[src/rtl/pong_game_ctrl.sv]
// pong_game_ctrl: match sequencer for Pong that owns both scores and gates the ball engine through serve, rally and game-over phases.
module pong_game_ctrl #(
  parameter int SCORE_W      = 4,
  parameter int WIN_SCORE    = 7,
  parameter int SERVE_FRAMES = 60,
  parameter int DELAY_W      = 8
) (
  input  logic               clk,
  input  logic               reset_n,
  input  logic               start,
  input  logic               frame_tick,
  input  logic               miss_l,
  input  logic               miss_r,
  output logic               ball_hold,
  output logic               ball_run,
  output logic               serve_dir,
  output logic [SCORE_W-1:0] score_l,
  output logic [SCORE_W-1:0] score_r,
  output logic               game_over,
  output logic               winner,
  output logic [1:0]         state
);
  typedef enum logic [1:0] {IDLE = 2'd0, SERVE = 2'd1, PLAY = 2'd2, OVER = 2'd3} state_t;
  state_t st, st_nx;
  logic [SCORE_W-1:0] sl_nx, sr_nx;
  logic [DELAY_W-1:0] cnt, cnt_nx;
  logic dir_nx, win_nx;
  assign state = st;
  always_comb begin
    st_nx  = st;
    sl_nx  = score_l;
    sr_nx  = score_r;
    cnt_nx = cnt;
    dir_nx = serve_dir;
    win_nx = winner;
    case (st)
      IDLE, OVER: if (start) begin
        st_nx  = SERVE;
        sl_nx  = '0;
        sr_nx  = '0;
        cnt_nx = '0;
        dir_nx = 1'b1;
      end
      SERVE: if (frame_tick) begin
        st_nx  = (cnt == DELAY_W'(SERVE_FRAMES - 1)) ? PLAY : SERVE;
        cnt_nx = (cnt == DELAY_W'(SERVE_FRAMES - 1)) ? '0 : cnt + 1'b1;
      end
      PLAY: begin
        // a simultaneous double miss is a replay: only the phase changes
        if (miss_l || miss_r) begin
          st_nx  = SERVE;
          cnt_nx = '0;
        end
        if (miss_l && !miss_r) begin
          sr_nx  = score_r + 1'b1;
          dir_nx = 1'b0;
          st_nx  = (sr_nx == SCORE_W'(WIN_SCORE)) ? OVER : SERVE;
          win_nx = (sr_nx == SCORE_W'(WIN_SCORE)) ? 1'b1 : winner;
        end
        if (miss_r && !miss_l) begin
          sl_nx  = score_l + 1'b1;
          dir_nx = 1'b1;
          st_nx  = (sl_nx == SCORE_W'(WIN_SCORE)) ? OVER : SERVE;
          win_nx = (sl_nx == SCORE_W'(WIN_SCORE)) ? 1'b0 : winner;
        end
      end
      default: st_nx = IDLE;
    endcase
  end
  always_ff @(posedge clk or negedge reset_n) begin
    if (!reset_n) begin
      st        <= IDLE;
      score_l   <= '0;
      score_r   <= '0;
      cnt       <= '0;
      serve_dir <= 1'b1;
      winner    <= 1'b0;
      ball_hold <= 1'b1;
      ball_run  <= 1'b0;
      game_over <= 1'b0;
    end else begin
      st        <= st_nx;
      score_l   <= sl_nx;
      score_r   <= sr_nx;
      cnt       <= cnt_nx;
      serve_dir <= dir_nx;
      winner    <= win_nx;
      ball_hold <= (st_nx != PLAY);
      ball_run  <= (st_nx == PLAY);
      game_over <= (st_nx == OVER);
    end
  end
endmodule

[config.mk]
export PLATFORM = sky130hd
export DESIGN_NAME = pong_game_ctrl
export DESIGN_NICKNAME = d
export VERILOG_FILES = /design/src/rtl/pong_game_ctrl.sv
export SDC_FILE = /design/constraint.sdc
export NUM_CORES = 1
export LEC_CHECK = 0
export BUFFER_PORTS_ARGS = -buffer_cell sky130_fd_sc_hd__buf_4
export CORE_MARGIN = 4
export CORE_UTILIZATION = 48
export DETAILED_ROUTE_END_ITERATION = 10
export GPL_TIMING_DRIVEN = 0
export PLACE_DENSITY_LB_ADDON = 0.2
export SYNTH_ARGS = -nofsm -noshare
export SYNTH_HDL_FRONTEND = slang
export SYNTH_SLANG_ARGS = --single-unit
[constraint.sdc]
create_clock -name clk -period 1.75 [get_ports clk]
set_input_delay 0.35 -clock clk [delete_from_list [all_inputs] [get_ports clk]]
set_output_delay 0.35 -clock clk [all_outputs]
set_load 0.01 [all_outputs]
==> results of run 1 <==
power by group through the flow:
stage | Combinational (W) | Clock (W) | Sequential, W
2_1_floorplan | 0.000355 | 0 | 0.000630
3_3_place_gp | 0.000456 | 0 | 0.000632
3_5_place_dp | 0.000471 | 0 | 0.000636
4_1_cts | 0.000541 | 0.000258 | 0.000615
5_1_grt | 0.000916 | 0.000267 | 0.000639
6_report | 0.000857 | 0.000259 | 0.000632
registers in the layout, summed over array words and instances (netlist names):
signal,cells
winner,1
ball_hold,1
ball_run,1
cnt,8
state,2
score_r,4
score_l,4
serve_dir,1
game_over,1
final timing paths:
path | to | slack, ns | depth (start not counted)
max reg2reg | ball_hold | -0.16 | 7
min in group asynchronous | score_l[2] | 0.43 | 2
min | serve_dir | 0.32 | 4
max in group asynchronous | serve_dir | 1.03 | 2
max | ball_hold | -0.16 | 7
min reg2reg | winner | 0.50 | 1
worst max-delay path, stage by stage, from the launching register on:
cell and delay, ns:
dfrtp_2 0.47, inv_2 0.06, ha_2 0.20, nor4bb_2 0.26, o211ai_1 0.17, a311oi_2 0.40
a311oi_4 0.11, nand2b_4 0.17
cell type report:
class                   count  area (um2)
fillers                   194       778.2
well taps                  31       38.79
flip-flops and latches     23       584.3
repair buffers             45       347.8
clock inverters             1       5.005
clock buffers               3       22.52
plain buffers               1       5.005
multi-input cells         113       923.4
inverters                  14       52.55
stage by stage:
step           TNS [ns]   power, W  instance area (um2)  std cells  hold WS, ns
2_1_floorplan         0  0.0009852                 1438        152      0.05441
3_3_place_gp     -1.443   0.001088                 1627        203       0.2585
3_5_place_dp     -2.085   0.001107                 1627        203       0.2595
4_1_cts               0   0.001414                 1757        214       0.3134
5_1_grt         -0.9765   0.001822                 1979        231       0.3474
6_report        -0.4502   0.001747                 1979        231       0.3197
cells in the mapped netlist (2+ instances only):
| cell | n | share of area |
|---|---|---|
| and3_1 | 3 | 0.013 |
| nor2_1 | 16 | 0.043 |
| a31oi_1 | 2 | 0.0090 |
| o21ai_0 | 10 | 0.036 |
| nand2b_1 | 6 | 0.027 |
| nand4_1 | 7 | 0.031 |
| nor2b_1 | 3 | 0.013 |
| o211ai_1 | 4 | 0.022 |
| mux2i_1 | 3 | 0.022 |
| dfrtp_1 | 21 | 0.38 |
| dfstp_2 | 2 | 0.038 |
| o31ai_1 | 2 | 0.011 |
| nand3_1 | 5 | 0.018 |
| nand2_1 | 16 | 0.043 |
| ha_1 | 10 | 0.090 |
| a21oi_1 | 2 | 0.0072 |
| inv_1 | 14 | 0.038 |
| xor2_1 | 6 | 0.038 |
| a311oi_1 | 2 | 0.013 |
timing repair:
action,CTS,global route
pin swaps,7,13
resized for setup,10,19
hold endpoints to repair,21,0
setup endpoints to repair,19,17
setup buffers,7,18
hold buffers,1,0
cells by family (layout without fill, tap and decap cells):
logic type / Yosys count / count (layout) / synth area share
buffers and inverters: 16 / 64 / 0.04304
DFF: 23 / 23 / 0.4143
adders and majority gates: 10 / 10 / 0.08969
AOI/OAI and AO/OA: 32 / 32 / 0.1704
xor gates and xnor gates: 6 / 6 / 0.03767
muxes: 3 / 3 / 0.02153
and+or+nand+nor: 62 / 62 / 0.2233
layer usage:
| layer | track usage | vias up | part of all wire |
|---|---|---|---|
| met5 | 0 | - | 0 |
| met4 | 0.07879 | 0 | 0.014 |
| li1 | - | 634 | - |
| met1 | 0.2494 | 630 | 0.44 |
| met3 | 0.03926 | 7 | 0.060 |
| met2 | 0.2676 | 60 | 0.49 |
==> impl_metrics.toml, run 1 <==
[sta]
skew_ns = 0.003640
fin_crit_sh = 1.089
max_slew.worst_pin.slew_ns = 0.3917
fin_ws_ns = -0.1556
final-setup-viol-count = 5
hold_violations = 0
timing.fmax_ghz = 0.5248
min_period_ns = 1.906
slew_viol_final = 0
relSlewSlack = 0.7377
rsz0062_at_grt = "yes"

[placed_design]
pre_cts_slack_ns = -0.2665
port-buffer-count = 20
dp_hpwl_um = 2126
finalWeightedCongestion = 0.7592

[clock_network]
clk_path_buf_depth = 2
htree_levels = 1
cts_made_buffers = 3
cts_root_buf = "clkbuf_4"
cts_tree = "done"
clkTransAtPathRegs_ns = 0.13
clock_latency_ns = 0.32
clock-sinks = 23

[setup_path]
critPathKind = "flop to flop"
crit_fanout = 4
start_kind = "flop"
critPathRequiredTime_ns = 2.02
r2r-start = "score_r[0]"
setup.worst_path.start = "score_r[0]"
crit_arrival_ns = 2.18
crit_path_end_kind = "flop"

[drt]
route.detailed.drc = 0
via_count = 1331
drt_iter0_drc = 115
ant_nets = 0
drt-total-wl_um = 3687
via_per_inst = 5.762
drtPass1Iterations = 4
wire_per_inst_um = 15.96

[synth]
seq_area_frac_synth = 0.4143
syn_inst = 152
ys_warn_count = 0
syn-num-nets = 168
async_flop_share = 1.000
synth-main-ff-cell = "dfrtp_1"
synth_edf_count = 0
ys_types = 37
netlist_area_um2 = 1395
synth.avg_cell_area_um2 = 9.178
ys_ff_latch = 23

[finish]
layout_common_cells = "buf_4 (42), nor2_1 (16), nand2_1 (16), dfrtp_1 (16), inv_1 (12)"
nets = 217
postLayoutCoreUtil = 0.7178
final_common_cell = "buf_4"
syn2layout_area_growth_pct = 41.88
insertedDiodeCount = 0
drive_gt1_frac = 0.3900

[grt]
antenna_found_initial = 0
grt-ovfl-total = 0
grtUsageTotal = 0.1794
grt_pass1_vias = 1145
grt_max_degree = 24
grt_pass1_wl_um = 5147

[power]
switchingPower_w = 0.0006638
p_int_w = 0.001084
pwr-share-clk = 0.148
seqPwrFrac = 0.362
p_per_area_nw_per_um2 = 882.8
p_comb_frac = 0.491
power.leakage_nw = 0.9166
sw_frac_of_total = 0.3799
vdd_drop_max_mv = 0.8764

[floorplanning]
die-area_um2 = 3833
start_util = 0.5059
design.core.area_um2 = 2758
io_pins = 21
chipWidth_um = 61.91
fp.dieH_um = 61.91
rows = 19

[worst_hold_path]
hp-start = "start"
hp-class = "primary input to flop"

[status]
violations = "setup timing"
outcome = "finished, violations left"

[run]
cap_viol_max_count = 0
No activity file was read; power rests on OpenSTA's default activity.
==> run 2: changes to the inputs <==
- SKIP_CTS_REPAIR_TIMING: unset -> 1
==> impl_metrics.toml, run 2 (synthesis results as in run 1) <==
[finish]
drive_gt1_frac = 0.3102
layout_common_cells = "buf_4 (31), dfrtp_1 (18), nor2_1 (16)"
fill_cells = 215
final_common_cell = "buf_4"
syn2layout_area_growth_pct = 31.75
stdcell_count = 218
nets = 204
insertedDiodeCount = 0
largest_register_ffs = 8
top_register = "cnt"
largest_registers = "cnt: 8 flops, score_l: 4 flops, score_r: 4 flops"

[status]
outcome = "finished, violations left"
violations = "setup timing"

[run]
cap_viol_max_count = 0

[placed_design]
port-buffer-count = 20
dp_hpwl_um = 2126
dp_cells = 203
finalWeightedCongestion = 0.7592

[drt]
wl_met2_um = 1527
top_layer = "met4"
ant_nets = 0
m1WireLength_um = 1497
route.detailed.drc = 0
wire_per_inst_um = 14.83
drt_iter0_drc = 53
wl_met3_um = 154
drtPass1Iterations = 4
via_per_inst = 5.683
via_count = 1239
drt-total-wl_um = 3232

[sta]
skew_ns = 0.003449
hold_violations = 0
rsz0062_at_grt = "yes"
max_slew.worst_pin.slew_ns = 0.4044
final-setup-viol-count = 8
timing.fmax_ghz = 0.5418
fin_hold_ws_ns = 0.3286
tns_ns = -0.4888
slew_viol_final = 0
fin_crit_sh = 1.055
min_period_ns = 1.846
relSlewSlack = 0.7304
fin_ws_ns = -0.09578

[power]
pwr-share-clk = 0.157
p_int_w = 0.001006
switchingPower_w = 0.0006016
power.leakage_nw = 0.8346
seqPwrFrac = 0.397
p_comb_frac = 0.446
p_per_area_nw_per_um2 = 874.5
vdd_drop_max_mv = 0.8010
sw_frac_of_total = 0.3743

[grt]
grt_pass1_vias = 1098
grt-ovfl-total = 0
antenna_found_initial = 0
grtUsageTotal = 0.1666
grt_pass1_wl_um = 4795
grt_max_degree = 24

[floorplanning]
rows = 19
start_util = 0.5059
design.core.area_um2 = 2758
die-area_um2 = 3833
io_pins = 21
chipWidth_um = 61.91
fp.dieH_um = 61.91

[setup_path]
start_kind = "flop"
crit_arrival_ns = 2.05
crit_fanout = 8
critPathKind = "flop to flop"
critPathRequiredTime_ns = 1.96
crit_path_end_kind = "flop"

[clock_network]
htree_levels = 1
clk_path_buf_depth = 2
cts_root_buf = "clkbuf_4"
cts_tree = "done"
clkTransAtPathRegs_ns = 0.13
clock-sinks = 23
clock_latency_ns = 0.32
cts_made_buffers = 3

[worst_hold_path]
hp-class = "primary input to flop"
run 2: cell count changes in the layout (fill, tap and decap cells not counted), moves of 2 or more:
cell     before  now
buf_4        42   31
buf_6         2    0
dfrtp_1      16   18
dfrtp_2       5    3
run 2: critical path: stages, from the launching register on:
cell	delay [ns]
dfrtp_2	0.47
inv_2	0.08
ha_4	0.22
nor2b_4	0.15
a31oi_1	0.17
o32ai_1	0.15
a311oi_2	0.40
nor2_1	0.10
run 2: through the flow:
stage          setup WS [ns]  area, um2  utilization  total power, W
6_report            -0.09578       1838       0.6665        0.001607
3_3_place_gp         -0.2619       1627       0.5898        0.001088
4_1_cts              -0.2988       1654       0.5998        0.001355
5_1_grt              -0.1311       1838       0.6665        0.001686
3_5_place_dp         -0.2665       1627       0.5898        0.001107
2_1_floorplan       0.004006       1438            -       0.0009852
run 2: layer usage:
metal | global-route usage | vias to the layer above
met5 | 0 | -
met3 | 0.02893 | 7
met4 | 0.06061 | 0
met2 | 0.2541 | 35
li1 | - | 610
met1 | 0.2366 | 587
run 2: cell type report:
cell class	instances	area (um2)	share of cell area
plain buffers	1	5.005	0.002723
flip-flops and latches	23	581.8	0.3165
well taps	31	38.79	0.02110
repair buffers	32	242.7	0.1321
clock buffers	3	22.52	0.01225
clock inverters	1	5.005	0.002723
multi-input cells	113	889.6	0.4840
inverters	14	52.55	0.02859
run 2: worst paths after layout:
kind                               start    endpoint  slack (ns)  depth (start not counted)
max in group asynchronous        reset_n   serve_dir        1.03                          2
worst max-delay path            state[0]   game_over        -0.1                          7
worst min-delay path               start   serve_dir        0.33                          4
worst min register to register    winner      winner        0.50                          1
worst max register to register  state[0]   game_over        -0.1                          7
min in group asynchronous        reset_n  score_l[2]        0.44                          2
run 2: power groups by stage:
stage / combinational [W] / sequential, W / clock, W
after detailed placement: 0.000471 / 0.000636 / 0
after CTS: 0.000471 / 0.000626 / 0.000258
after floorplan: 0.000355 / 0.000630 / 0
final: 0.000716 / 0.000638 / 0.000253
after global placement: 0.000456 / 0.000632 / 0
after global routing: 0.000775 / 0.000643 / 0.000268
